===== src/rtl/pcs_rx_pkg.sv =====
`default_nettype none
// ============================================================================
//  Module      : pcs_rx_pkg
//  Description : Shared types and constants for the PCS RX link sequencer:
//                state encoding, settle-count default and the state-to-output
//                decode used to drive the registered stage enables.
//  Revision    : 1.0 - initial release
// ============================================================================
package pcs_rx_pkg;

  localparam int NB_STATE              = 3;
  localparam int DESKEW_SETTLE_DEFAULT = 64;

  typedef enum logic [NB_STATE-1:0] {
    ST_IDLE    = 3'd0,
    ST_BSYNC   = 3'd1,
    ST_ALIGN   = 3'd2,
    ST_DESKEW  = 3'd3,
    ST_REORDER = 3'd4,
    ST_UP      = 3'd5,
    ST_BACKOFF = 3'd6
  } state_e;

  typedef struct packed {
    logic block_sync;
    logic aligner;
    logic deskewer;
    logic lane_reorder;
    logic reset_order;
    logic descrambler;
    logic decoder;
    logic link_up;
  } stage_out_t;

  // Enables are cumulative in pipeline order; IDLE, BACKOFF and any unused
  // encoding leave every stage disabled.
  function automatic stage_out_t decode_state(input state_e s);
    stage_out_t o;
    o = '0;
    case (s)
      ST_BSYNC: begin
        o.block_sync = 1'b1;
      end
      ST_ALIGN: begin
        o.block_sync = 1'b1;
        o.aligner    = 1'b1;
      end
      ST_DESKEW: begin
        o.block_sync = 1'b1;
        o.aligner    = 1'b1;
        o.deskewer   = 1'b1;
      end
      ST_REORDER: begin
        o.block_sync   = 1'b1;
        o.aligner      = 1'b1;
        o.deskewer     = 1'b1;
        o.lane_reorder = 1'b1;
        o.reset_order  = 1'b1;
      end
      ST_UP: begin
        o.block_sync   = 1'b1;
        o.aligner      = 1'b1;
        o.deskewer     = 1'b1;
        o.lane_reorder = 1'b1;
        o.descrambler  = 1'b1;
        o.decoder      = 1'b1;
        o.link_up      = 1'b1;
      end
      default: o = '0;
    endcase
    return o;
  endfunction

endpackage
`default_nettype wire


===== src/rtl/pcs_seq_timer.sv =====
`default_nettype none
// ============================================================================
//  Module      : pcs_seq_timer
//  Description : Up-counter with synchronous clear (priority) and count
//                enable, plus an equality flag against a compare value.
//                The flag reflects the registered count, so the value seen
//                on a given edge is the number of enabled cycles since the
//                last clear, minus the cycle of the clear itself.
//  Ports       : i_clock   - clock
//                i_reset   - asynchronous active-low reset
//                i_clear   - load zero (wins over i_enable)
//                i_enable  - increment by one
//                i_compare - compare value
//                o_equal   - count == i_compare
//  Revision    : 1.0 - initial release
// ============================================================================
module pcs_seq_timer #(
  parameter int WIDTH = 8
) (
  input  logic             i_clock,
  input  logic             i_reset,
  input  logic             i_clear,
  input  logic             i_enable,
  input  logic [WIDTH-1:0] i_compare,
  output logic             o_equal
);

  logic [WIDTH-1:0] r_count;

  always_ff @(posedge i_clock or negedge i_reset) begin
    if (!i_reset) begin
      r_count <= '0;
    end else if (i_clear) begin
      r_count <= '0;
    end else if (i_enable) begin
      r_count <= r_count + WIDTH'(1);
    end
  end

  assign o_equal = (r_count == i_compare);

endmodule
`default_nettype wire


===== src/rtl/pcs_rx_link_sequencer.sv =====
`default_nettype none
// ============================================================================
//  Module      : pcs_rx_link_sequencer
//  Description : Bring-up / recovery controller for the 100GbE PCS RX chain.
//                Enables block sync, aligner, deskewer, lane reorder and
//                descrambler/decoder one stage at a time, with per-stage
//                timeout, fault detection, retry/backoff and retry stats.
//  Ports       : i_clock, i_reset (async active-low)
//                i_enable              - 0 forces IDLE
//                i_rf_stage_timeout    - cycles per wait stage (0 = off)
//                i_rf_backoff_cycles   - BACKOFF length control
//                i_rf_clear_retry      - clears o_retry_count
//                i_lanes_block_lock, i_am_lock, i_invalid_skew, i_hi_ber
//                                      - RX status
//                o_enable_*            - registered stage enables
//                o_reset_order         - one-cycle pulse in REORDER
//                o_link_up, o_state, o_retry_count
//  Revision    : 1.0 - initial release
// ============================================================================
module pcs_rx_link_sequencer #(
  parameter int N_LANES       = 20,
  parameter int NB_TIMEOUT    = 24,
  parameter int NB_BACKOFF    = 16,
  parameter int NB_RETRY      = 8,
  parameter int DESKEW_SETTLE = pcs_rx_pkg::DESKEW_SETTLE_DEFAULT,
  parameter int NB_STATE      = pcs_rx_pkg::NB_STATE
) (
  input  logic                  i_clock,
  input  logic                  i_reset,
  input  logic                  i_enable,
  input  logic [NB_TIMEOUT-1:0] i_rf_stage_timeout,
  input  logic [NB_BACKOFF-1:0] i_rf_backoff_cycles,
  input  logic                  i_rf_clear_retry,
  input  logic [N_LANES-1:0]    i_lanes_block_lock,
  input  logic [N_LANES-1:0]    i_am_lock,
  input  logic                  i_invalid_skew,
  input  logic [N_LANES-1:0]    i_hi_ber,
  output logic                  o_enable_block_sync,
  output logic                  o_enable_aligner,
  output logic                  o_enable_deskewer,
  output logic                  o_enable_lane_reorder,
  output logic                  o_reset_order,
  output logic                  o_enable_descrambler,
  output logic                  o_enable_decoder,
  output logic                  o_link_up,
  output logic [NB_STATE-1:0]   o_state,
  output logic [NB_RETRY-1:0]   o_retry_count
);

  import pcs_rx_pkg::*;

  localparam int                  c_nb_settle    = $clog2(DESKEW_SETTLE + 1);
  localparam logic [c_nb_settle-1:0] c_settle_last = c_nb_settle'(DESKEW_SETTLE - 1);
  localparam logic [NB_RETRY-1:0] c_retry_max    = '1;

  state_e               r_state;
  state_e               w_next;
  stage_out_t           r_out;
  logic [NB_RETRY-1:0]  r_retry;

  logic w_all_block;
  logic w_all_am;
  logic w_any_hi_ber;
  logic w_stage_eq;
  logic w_settle_eq;
  logic w_backoff_eq;
  logic w_timeout;
  logic w_changing;
  logic w_stage_run;
  logic w_backoff_entry;

  assign w_all_block  = &i_lanes_block_lock;
  assign w_all_am     = &i_am_lock;
  assign w_any_hi_ber = |i_hi_ber;
  assign w_timeout    = (i_rf_stage_timeout != '0) && w_stage_eq;
  assign w_stage_run  = (r_state == ST_BSYNC) || (r_state == ST_ALIGN) ||
                        (r_state == ST_DESKEW);

  // Every counter restarts from zero when the state it serves is entered.
  assign w_changing      = (w_next != r_state);
  assign w_backoff_entry = (w_next == ST_BACKOFF) && (r_state != ST_BACKOFF);

  // --------------------------------------------------------------------------
  // Next-state decision. Within a stage: fault beats advance, advance beats
  // timeout. Dropping i_enable overrides everything.
  // --------------------------------------------------------------------------
  always_comb begin
    w_next = r_state;
    if (!i_enable) begin
      w_next = ST_IDLE;
    end else begin
      case (r_state)
        ST_IDLE: begin
          w_next = ST_BSYNC;
        end
        ST_BSYNC: begin
          if (w_all_block)    w_next = ST_ALIGN;
          else if (w_timeout) w_next = ST_BACKOFF;
        end
        ST_ALIGN: begin
          if (!w_all_block)   w_next = ST_BACKOFF;
          else if (w_all_am)  w_next = ST_DESKEW;
          else if (w_timeout) w_next = ST_BACKOFF;
        end
        ST_DESKEW: begin
          if (!w_all_block || !w_all_am)          w_next = ST_BACKOFF;
          else if (w_settle_eq && !i_invalid_skew) w_next = ST_REORDER;
          else if (w_timeout)                      w_next = ST_BACKOFF;
        end
        ST_REORDER: begin
          if (!w_all_block) w_next = ST_BACKOFF;
          else              w_next = ST_UP;
        end
        ST_UP: begin
          if (!w_all_block || !w_all_am || i_invalid_skew || w_any_hi_ber)
            w_next = ST_BACKOFF;
        end
        ST_BACKOFF: begin
          if (w_backoff_eq) w_next = ST_BSYNC;
        end
        default: begin
          w_next = ST_IDLE;
        end
      endcase
    end
  end

  // --------------------------------------------------------------------------
  // Counters
  // --------------------------------------------------------------------------
  pcs_seq_timer #(.WIDTH(NB_TIMEOUT)) u_stage_timer (
    .i_clock   (i_clock),
    .i_reset   (i_reset),
    .i_clear   (w_changing),
    .i_enable  (w_stage_run),
    .i_compare (i_rf_stage_timeout),
    .o_equal   (w_stage_eq)
  );

  // A skew violation restarts the settle window from zero.
  pcs_seq_timer #(.WIDTH(c_nb_settle)) u_settle_timer (
    .i_clock   (i_clock),
    .i_reset   (i_reset),
    .i_clear   (w_changing || i_invalid_skew),
    .i_enable  (r_state == ST_DESKEW),
    .i_compare (c_settle_last),
    .o_equal   (w_settle_eq)
  );

  pcs_seq_timer #(.WIDTH(NB_BACKOFF)) u_backoff_timer (
    .i_clock   (i_clock),
    .i_reset   (i_reset),
    .i_clear   (w_changing),
    .i_enable  (r_state == ST_BACKOFF),
    .i_compare (i_rf_backoff_cycles),
    .o_equal   (w_backoff_eq)
  );

  // --------------------------------------------------------------------------
  // State, registered outputs and retry statistics. Outputs are decoded from
  // the next state so they change on the same edge as the state register.
  // --------------------------------------------------------------------------
  always_ff @(posedge i_clock or negedge i_reset) begin
    if (!i_reset) begin
      r_state <= ST_IDLE;
      r_out   <= '0;
      r_retry <= '0;
    end else begin
      r_state <= w_next;
      r_out   <= decode_state(w_next);
      if (i_rf_clear_retry) begin
        r_retry <= '0;
      end else if (w_backoff_entry && (r_retry != c_retry_max)) begin
        r_retry <= r_retry + NB_RETRY'(1);
      end
    end
  end

  assign o_enable_block_sync   = r_out.block_sync;
  assign o_enable_aligner      = r_out.aligner;
  assign o_enable_deskewer     = r_out.deskewer;
  assign o_enable_lane_reorder = r_out.lane_reorder;
  assign o_reset_order         = r_out.reset_order;
  assign o_enable_descrambler  = r_out.descrambler;
  assign o_enable_decoder      = r_out.decoder;
  assign o_link_up             = r_out.link_up;
  assign o_state               = NB_STATE'(r_state);
  assign o_retry_count         = r_retry;

endmodule
`default_nettype wire


===== config.mk =====
export PLATFORM = sky130hd
export DESIGN_NAME = pcs_rx_link_sequencer
export DESIGN_NICKNAME = d
export VERILOG_FILES = /design/src/rtl/pcs_rx_pkg.sv /design/src/rtl/pcs_seq_timer.sv /design/src/rtl/pcs_rx_link_sequencer.sv
export SDC_FILE = /design/constraint.sdc
export NUM_CORES = 1
export LEC_CHECK = 0
export BUFFER_PORTS_ARGS = -buffer_cell sky130_fd_sc_hd__buf_2
export CAP_MARGIN = 20
export CORE_ASPECT_RATIO = 0.7
export CORE_MARGIN = 8
export CORE_UTILIZATION = 35
export CTS_BUF_LIST = sky130_fd_sc_hd__clkbuf_8
export CTS_CLUSTER_DIAMETER = 120
export CTS_CLUSTER_SIZE = 8
export DETAILED_ROUTE_END_ITERATION = 6
export GPL_TIMING_DRIVEN = 0
export PLACE_DENSITY = 0.6
export SYNTH_ARGS = -nofsm -noshare
export SYNTH_HDL_FRONTEND = slang
export SYNTH_SLANG_ARGS = --single-unit
export TNS_END_PERCENT = 1

===== constraint.sdc =====
create_clock -name i_clock -period 2.7 [get_ports i_clock]
set_input_delay 0.54 -clock i_clock [delete_from_list [all_inputs] [get_ports i_clock]]
set_output_delay 0.54 -clock i_clock [all_outputs]
set_load 0.005 [all_outputs]

==> flow_summary.json, run 1 <==
{
  "run_status": "finished with violations",
  "failed_checks": "setup timing",
  "drcViolationCount": 0,
  "cts_buffers": 9,
  "synthesis.nets": 564,
  "finalMaxSlewViolations": 0,
  "cell_with_the_biggest_individual_delay_on_the_critical_path": "dfrtp_2",
  "maximum_number_of_pins_on_one_net_before_global_route_repair": 65,
  "firstDrtPassIters": 4,
  "total_leakage_power_nw": 2.360,
  "fin_nets": 709,
  "coreArea_um2": 11520,
  "relSlewSlack": 0.3196,
  "critical-path-max-stage-delay_ns": 0.44,
  "finalCritPeriodShare": 1.038,
  "synth_enable_flop_cells": 0,
  "fp.dieArea_um2": 15400,
  "floorplan.initialDensity": 0.3535,
  "flow.area_growth_from_synthesis_pct": 33.58,
  "synth.yosys.seq_area_share": 0.3932,
  "grt_overflow_total": 0,
  "worst-setup-path-type": "register to register",
  "holdCritPathClass": "primary input to asynchronous set/reset pin",
  "synth.cell_area_um2": 4073,
  "grt_pass1_vias": 4008,
  "synth.area.top_cells": "dfrtp_1, xor2_1, xnor2_1, nor2_1, nand4_1",
  "synth_cells": 455,
  "ys_ff_latch": 64,
  "port_buffers": 121,
  "diodes": 0,
  "fin_crit_ns": 2.803,
  "hold_viol": 0,
  "avgRoutedWirePerCell_um": 16.10,
  "cts_max_path_buffers": 2,
  "cts.sink_count": 64,
  "syn_area_per_cell_um2": 8.951,
  "routed-via-count": 3956,
  "power-per-cell-area_nw_per_um2": 654.8,
  "worst-slew-pin-transition_ns": 1.008,
  "die_x_um": 144.9,
  "antenna_violating_nets_post_route": 0,
  "design.portCount": 124,
  "async_flop_share": 1.000,
  "critical_path.startpoint": "u_stage_timer.r_count[13]$_DFFE_PN0P_",
  "critical_path.cell_chain": "xor2_1, nor4_2, buf_4, nand4_1, o2111ai_2, a211oi_2, o21a_2, buf_8, or4_4, a21oi_2",
  "ys_dominant_reg_cell": "dfrtp_1",
  "gr-usage-all-layers": 0.1568,
  "required_ns": 2.97,
  "tritoncts": "built",
  "layoutNonFillerInstCount": 762,
  "peakVddDrop_mv": 0.3585,
  "netlist.top_cell.by_area": "dfrtp_1",
  "synth_largest_type_area_fraction": 0.3932,
  "final_layout_size_suffix_gt1_frac": 0.3471,
  "totalPowerFinal_w": 0.003562,
  "synth_top_cells_by_count": "nor2_1, dfrtp_1, xor2_1",
  "ctsRootBufferMaster": "clkbuf_8",
  "cp_max_fo": 10,
  "htreeDepth": 3,
  "grt_setup_unrepaired": "yes",
  "critPathCaptureType": "register",
  "timing.final.setup_violations": 7,
  "drv.max_cap_violation_count": 0,
  "clock_transition_at_path_regs_ns": 0.07,
  "final_core_util": 0.4722,
  "max_clock_freq_mhz": 356.7,
  "totalWireLength_mm": 12.27,
  "clock_skew_ns": 0.005678,
  "detailed_place_hpwl_mm": 9.297,
  "drt_iter0_drc": 191,
  "critPathArrivalTime_ns": 3.07,
  "global_route_wire_length_before_repair_mm": 19.88,
  "r2r-start": "u_stage_timer.r_count[13]$_DFFE_PN0P_",
  "finalHoldWorstSlack_ns": 0.2959,
  "cp-start-kind": "register",
  "netlist-cell-type-count": 53,
  "core.rowCount": 33,
  "floorplan.die.height_um": 106.3,
  "routed_via_density": 5.192,
  "postLayoutSetupSlackWorst_ns": -0.1031,
  "dp.cells": 733,
  "synth_most_common_cell": "nor2_1",
  "insertion_delay_ns": 0.34,
  "antenna_found_initial": 0,
  "synth_warnings": 0,
  "globalplace.congestion": 0.8608
}
[layout make-up]
class	count	area, µm²
well taps	157	196.4
plain buffers	19	136.4
clock buffers	13	178.9
repair buffers	137	735.7
flip-flops and latches	64	1609
multi-input cells	360	2510
fillers	1129	6080
inverters	9	35.03
clock inverters	3	38.79
[flip-flops by register name, indices dropped and copies added (netlist names)]
name,count
u_stage_timer.r_count,24
u_backoff_timer.r_count,16
o_retry_count,8
u_settle_timer.r_count,7
o_state,3
o_enable_aligner,1
o_enable_block_sync,1
o_enable_decoder,1
o_enable_deskewer,1
o_enable_lane_reorder,1
o_reset_order,1
[worst paths after layout]
check	end	slack (ns)	cells past startpoint
worst max-delay path	o_retry_count[2]$_DFFE_PN0P_	-0.10	10
worst min-delay path	u_settle_timer.r_count[2]$_DFFE_PN0P_	0.30	1
worst max register to register	o_retry_count[2]$_DFFE_PN0P_	-0.10	10
worst min register to register	o_retry_count[7]$_DFFE_PN0P_	0.57	2
max in group asynchronous	u_backoff_timer.r_count[13]$_DFFE_PN0P_	1.81	1
min in group i_clock	u_settle_timer.r_count[3]$_DFFE_PN0P_	0.39	2
[per-layer routing]
layer	wire length (µm)	track usage	up-vias	part of all wire
li1	-	-	1926	-
met1	5834	0.2100	1899	0.48
met2	5601	0.2463	116	0.46
met3	650	0.03691	15	0.053
met4	179	0.05086	0	0.015
met5	0	0	-	0
[timing repair]
item	4_1_cts	5_1_grt
setup endpoints to repair	61	57
resized for setup	33	29
pin swaps	19	11
setup buffers	9	7
hold buffers	0	0
[layout by cell type (no fill, tap or decap), types with 4 or more instances in the layout]
master      n
buf_4      17
nor4_1     15
nand3_1    24
or4_1       4
buf_6       6
a211o_1     4
o21ai_0     7
dfrtp_1    58
nand4_1    31
clkbuf_1    6
nand2_1    24
o31ai_1     5
nor2_2     11
buf_2     123
and3_1     11
nor3_1      8
clkbuf_8   13
dfrtp_2     6
xor2_1     53
nor4_2      4
and4_1      7
xnor2_1    32
nor2_1     59
a21oi_1     6
inv_1       9
[cells by family (layout without fill, tap and decap cells)]
| group | count (synthesis) | in the layout | synth area share |
|---|---|---|---|
| simple gates | 215 | 215 | 0.2716 |
| xor+xnor | 86 | 86 | 0.1849 |
| flops | 64 | 64 | 0.3932 |
| compound gates | 52 | 52 | 0.09125 |
| buf+inv | 31 | 181 | 0.03901 |
| fa+ha+maj | 4 | 4 | 0.01229 |
| mux | 3 | 3 | 0.007680 |
[critical path: cells and delay by family, from the launching register on]
family / cells / cell delay (ns)
buf+inv: 2 / 0.33
flops: 1 / 0.44
xor+xnor: 1 / 0.17
compound gates: 4 / 0.84
simple gates: 3 / 0.94
[where the power goes]
| group | leakage (nW) | internal (W) | switching, W |
|---|---|---|---|
| Clock | 0.117 | 0.000523 | 0.000371 |
| Combinational | 1.37 | 0.000623 | 0.000971 |
| Sequential | 0.876 | 0.00103 | 0.0000470 |
| Total | 2.36 | 0.00217 | 0.00139 |
[metrics by stage]
stage / setup slack (ns) / cell area, µm² / setup TNS [ns]
after global placement: -0.6272 / 4878 / -34.32
after global routing: -0.2137 / 5440 / -7.657
final: -0.1031 / 5440 / -0.3475
after detailed placement: -0.7627 / 4881 / -40.90
after CTS: -0.03356 / 5305 / -0.3646
after floorplan: -0.02526 / 4076 / -0.7543
Note: power is estimated with default switching activity, not from simulation.
==> inputs of run 2 (changes only) <==
- ABC_CLOCK_PERIOD_IN_PS: default -> 2700
- CORE_MARGIN: 8 -> default
- CORE_UTILIZATION: 35 -> 48
- PLACE_DENSITY: 0.6 -> 0.78
==> run 2 against run 1 <==
Against the previous run: the run ends with DRC, setup timing left; via count increased by 1.7%; global-route usage is 10 points higher; setup slack improved by 0.0048 ns; worst hold slack got worse by 0.022 ns; die area is 42% lower; largest cell class unchanged; largest power group unchanged.
==> flow_summary.json, run 2 (synthesis gave the netlist of run 1 again) <==
{
  "globalplace.congestion": 0.9610,
  "relSlewSlack": 0.4621,
  "timing.final.setup_violations": 39,
  "port_buffers": 121,
  "critical_path.cell_chain": "xor2_1, nor4_2, nand4_1, a2111oi_2, a211oi_2, o21a_2, buf_4, nor4b_2, mux2_2",
  "cts_max_path_buffers": 2,
  "postLayoutSetupSlackWorst_ns": -0.09830,
  "htreeDepth": 3,
  "drcViolationCount": 9,
  "flow.area_growth_from_synthesis_pct": 28.23,
  "max_clock_freq_mhz": 357.4,
  "drt_iter0_drc": 260,
  "global_route_wire_length_before_repair_mm": 17.92,
  "critical_path.startpoint": "u_stage_timer.r_count[16]$_DFFE_PN0P_",
  "coreArea_um2": 8040,
  "finalCritPeriodShare": 1.036,
  "core.rowCount": 27,
  "setup_tns_ns": -1.701,
  "diodes": 0,
  "ctsRootBufferMaster": "clkbuf_8",
  "max_flop_register": "u_stage_timer.r_count",
  "fin_crit_ns": 2.798,
  "failed_checks": "DRC, setup timing",
  "maximum_number_of_pins_on_one_net_before_global_route_repair": 65,
  "insertion_delay_ns": 0.36,
  "worst-setup-path-type": "register to register",
  "cp_max_fo": 5,
  "clock_transition_at_path_regs_ns": 0.07,
  "mostFrequentLayoutCell": "buf_2",
  "r2r-start": "u_stage_timer.r_count[16]$_DFFE_PN0P_",
  "cts.sink_count": 64,
  "peakVddDrop_mv": 0.4455,
  "holdCritPathClass": "primary input to asynchronous set/reset pin",
  "final_cell_area_um2": 5223,
  "total_leakage_power_nw": 2.285,
  "hold_viol": 0,
  "routed-via-count": 4024,
  "totalWireLength_mm": 11.08,
  "design.portCount": 124,
  "floorplan.initialDensity": 0.5065,
  "avgRoutedWirePerCell_um": 15.85,
  "drv.max_cap_violation_count": 0,
  "cts_buffers": 9,
  "critical-path-max-stage-delay_ns": 0.42,
  "run_status": "finished with violations",
  "floorplan.die.height_um": 79.07,
  "routed_via_density": 5.757,
  "fp.dieArea_um2": 8863,
  "place_ws_ns": -0.6269,
  "final_cell_mix": "buf_2, nor2_1, dfrtp_1",
  "cell_with_the_biggest_individual_delay_on_the_critical_path": "dfrtp_1",
  "antenna_violating_nets_post_route": 0,
  "totalPowerFinal_w": 0.003460,
  "die_x_um": 112.1,
  "final_layout_size_suffix_gt1_frac": 0.3161,
  "power-per-cell-area_nw_per_um2": 662.5,
  "rr_worst_depth": 9,
  "tritoncts": "built",
  "rrSetupSlack_ns": -0.1,
  "grt_pass1_vias": 3737,
  "placed_cell_area_um2": 4811,
  "antenna_found_initial": 0,
  "worst-slew-pin-transition_ns": 0.8068,
  "cp-start-kind": "register",
  "fin_nets": 703,
  "largest_reg_flops": 24,
  "grt_setup_unrepaired": "yes",
  "firstDrtPassIters": 7,
  "detailed_place_hpwl_mm": 7.985,
  "gr-usage-all-layers": 0.2580,
  "grt_overflow_total": 0,
  "critPathCaptureType": "register",
  "critPathArrivalTime_ns": 3.04,
  "clock_skew_ns": 0.008376,
  "required_ns": 2.94,
  "finalMaxSlewViolations": 0
}
[run 2: what timing repair did]
item | in CTS | in global routing
pin swaps | 6 | 7
hold buffers | 0 | 0
endpoints found under the setup margin | 58 | 59
resized for setup | 21 | 23
buffers inserted | 2 | 6
[run 2: where the power goes]
group / internal (W) / switching, W
combinational: 0.000623 / 0.000942
sequential: 0.00103 / 0.0000517
clock: 0.000438 / 0.000378
total: 0.00209 / 0.00137
[run 2: final timing paths]
kind | endpoint
worst max-delay path | o_retry_count[5]$_DFFE_PN0P_
worst min register to register | u_settle_timer.r_count[6]$_DFFE_PN0P_
worst min-delay path | u_stage_timer.r_count[15]$_DFFE_PN0P_
worst max register to register | o_retry_count[5]$_DFFE_PN0P_
max in group asynchronous | u_stage_timer.r_count[1]$_DFFE_PN0P_
min in group i_clock | u_settle_timer.r_count[5]$_DFFE_PN0P_
[run 2: area by class of cell]
cell class	instances	area [µm²]
Sequential cell	64	1608
Inverter	9	35.03
Timing Repair Buffer	130	676.9
Multi-Input combinational cell	360	2459
Clock buffer	10	137.6
Clock inverter	5	48.80
Tap cell	101	126.4
Buffer	20	131.4
Fill cell	684	2818
[run 2: metrics by stage]
step           hold WS [ns]  cells    util
6_report             0.2734    699  0.6495
3_5_place_dp         0.5501    677  0.5984
5_1_grt              0.3472    699  0.6495
4_1_cts              0.3056    693  0.6329
2_1_floorplan        0.2444    455       -
3_3_place_gp         0.5396    677  0.5980
[run 2: worst max-delay path: cells and delay by family (launching register included)]
kind / cells / cell delay, ns
AOI/OAI and AO/OA: 3 / 0.78
xor gates and xnor gates: 1 / 0.17
buffers and inverters: 1 / 0.14
DFF: 1 / 0.42
muxes: 1 / 0.36
and+or+nand+nor: 3 / 0.82
[run 2: routing by layer]
layer  global-route usage  vias up  part of all wire
met5                    0        -                 0
met4              0.07867        0             0.012
met3              0.05725       19             0.082
met2               0.4031      174              0.45
met1               0.3591     1921              0.45
li1                     -     1910                 -
==> inputs of run 3 (changes only) <==
- CELL_PAD_IN_SITES_DETAIL_PLACEMENT: default -> 0
- CELL_PAD_IN_SITES_GLOBAL_PLACEMENT: default -> 2
- CORE_UTILIZATION: 48 -> 28
- SKIP_LAST_GASP: default -> 1
==> run 3 against run 2 <==
Against the previous run: the flow finishes with violations (setup timing); highest routed layer unchanged; die area increased by 70%; critical path type unchanged; clock skew up 0.0011 ns; wire length is 7.6% higher; non-clock buffer count grew 2; largest cell class unchanged; combinational power up 8%.
==> flow_summary.json, run 3 (synthesis gave the netlist of run 1 again) <==
{
  "cts_max_path_buffers": 2,
  "tritoncts": "built",
  "cts_buffers": 9,
  "routed_via_density": 4.898,
  "peakVddDrop_mv": 0.3495,
  "power-per-cell-area_nw_per_um2": 677.9,
  "total_leakage_power_nw": 2.378,
  "grt_setup_unrepaired": "yes",
  "worst-setup-path-type": "register to register",
  "max_clock_freq_mhz": 362.6,
  "place_ws_ns": -0.7819,
  "worst-slew-pin-transition_ns": 0.8301,
  "clock_skew_ns": 0.009517,
  "coreArea_um2": 14050,
  "design.portCount": 124,
  "floorplan.die.height_um": 102.9,
  "totalWireLength_mm": 11.92,
  "cp-start-kind": "register",
  "run_status": "finished with violations",
  "antenna_violating_nets_post_route": 0,
  "globalplace.congestion": 0.8290,
  "critPathCaptureType": "register",
  "drt_iter0_drc": 115,
  "floorplan.initialDensity": 0.2898,
  "relSlewSlack": 0.4466,
  "core.rowCount": 36,
  "finalMaxSlewViolations": 0,
  "clock_transition_at_path_regs_ns": 0.07,
  "grt_overflow_total": 0,
  "insertion_delay_ns": 0.35,
  "required_ns": 2.97,
  "avgRoutedWirePerCell_um": 15.07,
  "maximum_number_of_pins_on_one_net_before_global_route_repair": 65,
  "htreeDepth": 3,
  "final_layout_size_suffix_gt1_frac": 0.3361,
  "finalCritPeriodShare": 1.021,
  "placed_cell_area_um2": 4922,
  "firstDrtPassIters": 4,
  "totalPowerFinal_w": 0.003744,
  "port_buffers": 121,
  "failed_checks": "setup timing",
  "dp.cells": 766,
  "drv.max_cap_violation_count": 0,
  "gr-usage-all-layers": 0.1617,
  "die_x_um": 146.2,
  "hold_viol": 0,
  "largest_reg_flops": 24,
  "fin_nets": 705,
  "detailed_place_hpwl_mm": 8.868,
  "final_cell_area_um2": 5523,
  "postLayoutSetupSlackWorst_ns": -0.05801,
  "antenna_found_initial": 0,
  "flow.area_growth_from_synthesis_pct": 35.61,
  "critPathArrivalTime_ns": 3.03,
  "ctsRootBufferMaster": "clkbuf_8",
  "timing.final.setup_violations": 3,
  "fp.dieArea_um2": 15040,
  "diodes": 0,
  "fin_crit_ns": 2.758,
  "layoutNonFillerInstCount": 791,
  "mostFrequentLayoutCell": "buf_2",
  "holdCritPathClass": "primary input to asynchronous set/reset pin",
  "cp_max_fo": 7,
  "drcViolationCount": 0,
  "final_cell_mix": "buf_2, nor2_1, dfrtp_1",
  "grt_pass1_vias": 3725,
  "global_route_wire_length_before_repair_mm": 18.82,
  "cts.sink_count": 64,
  "routed-via-count": 3874,
  "max_flop_register": "u_stage_timer.r_count"
}
[run 3: cell types whose count changed in the layout (fill, tap and decap cells not counted), moves of 3 or more]
cell and change:
buf_6 +3, clkbuf_1 -3, clkbuf_8 +5, clkinv_2 -3, nor4_2 -3, xnor2_1 -4
xnor2_2 +4
[run 3: timing repair]
action | in CTS | in global routing
hold buffers | 0 | 0
endpoints found under the hold margin | 0 | 0
gates resized for setup | 20 | 44
pin swaps | 8 | 18
buffers inserted | 5 | 8
cloned | 0 | 0
endpoints found under the setup margin | 58 | 62
[run 3: through the flow]
stage / setup TNS (ns) / hold slack, ns / util
5_1_grt: -5.764 / 0.3522 / 0.3930
4_1_cts: -0.9136 / 0.3154 / 0.3752
2_1_floorplan: -0.7543 / 0.2444 / -
3_5_place_dp: -40.49 / 0.5354 / 0.3502
6_report: -0.1032 / 0.2761 / 0.3930
3_3_place_gp: -41.91 / 0.5386 / 0.3501
[run 3: worst max-delay path, cell delays in order (launching register included)]
cell     delay, ns
dfrtp_2       0.46
xor2_1        0.18
nor4_1        0.28
nand2_1       0.19
nor3_4        0.28
a211o_1       0.26
nand4_1       0.13
buf_6         0.17
or4_1         0.55
a21oi_2       0.17
[run 3: where the power goes]
group / internal (W) / switching, W / leakage, nW
combinational: 0.000666 / 0.00102 / 1.38
clock: 0.000579 / 0.000376 / 0.122
sequential: 0.00103 / 0.0000721 / 0.879
total: 0.00227 / 0.00147 / 2.38
[run 3: final timing paths]
kind,from,end,slack [ns],cells past startpoint
worst min register to register,u_settle_timer.r_count[6]$_DFFE_PN0P_,u_settle_timer.r_count[6]$_DFFE_PN0P_,0.55,2
worst max register to register,u_stage_timer.r_count[6]$_DFFE_PN0P_,o_retry_count[3]$_DFFE_PN0P_,-0.06,9
worst max-delay path,u_stage_timer.r_count[6]$_DFFE_PN0P_,o_retry_count[3]$_DFFE_PN0P_,-0.06,9
min in group i_clock,i_invalid_skew,u_settle_timer.r_count[6]$_DFFE_PN0P_,0.38,2
worst min-delay path,i_reset,u_backoff_timer.r_count[8]$_DFFE_PN0P_,0.28,1
max in group asynchronous,i_reset,u_stage_timer.r_count[7]$_DFFE_PN0P_,1.82,1
[run 3: cell type report]
class	count	area, µm²
Fill cell	1457	8531
Multi-Input combinational cell	360	2560
Sequential cell	64	1607
Timing Repair Buffer	134	710.7
Tap cell	190	237.7
Clock buffer	15	206.4
Buffer	18	136.4
Inverter	9	35.03
Clock inverter	1	30.03
[run 3: per-layer routing]
metal / vias to the layer above / global-route usage / wire length, µm
li1: 1913 / - / -
met1: 1857 / 0.2243 / 6010
met2: 92 / 0.2469 / 5178
met3: 12 / 0.04602 / 624
met4: 0 / 0.04247 / 109
met5: - / 0 / 0
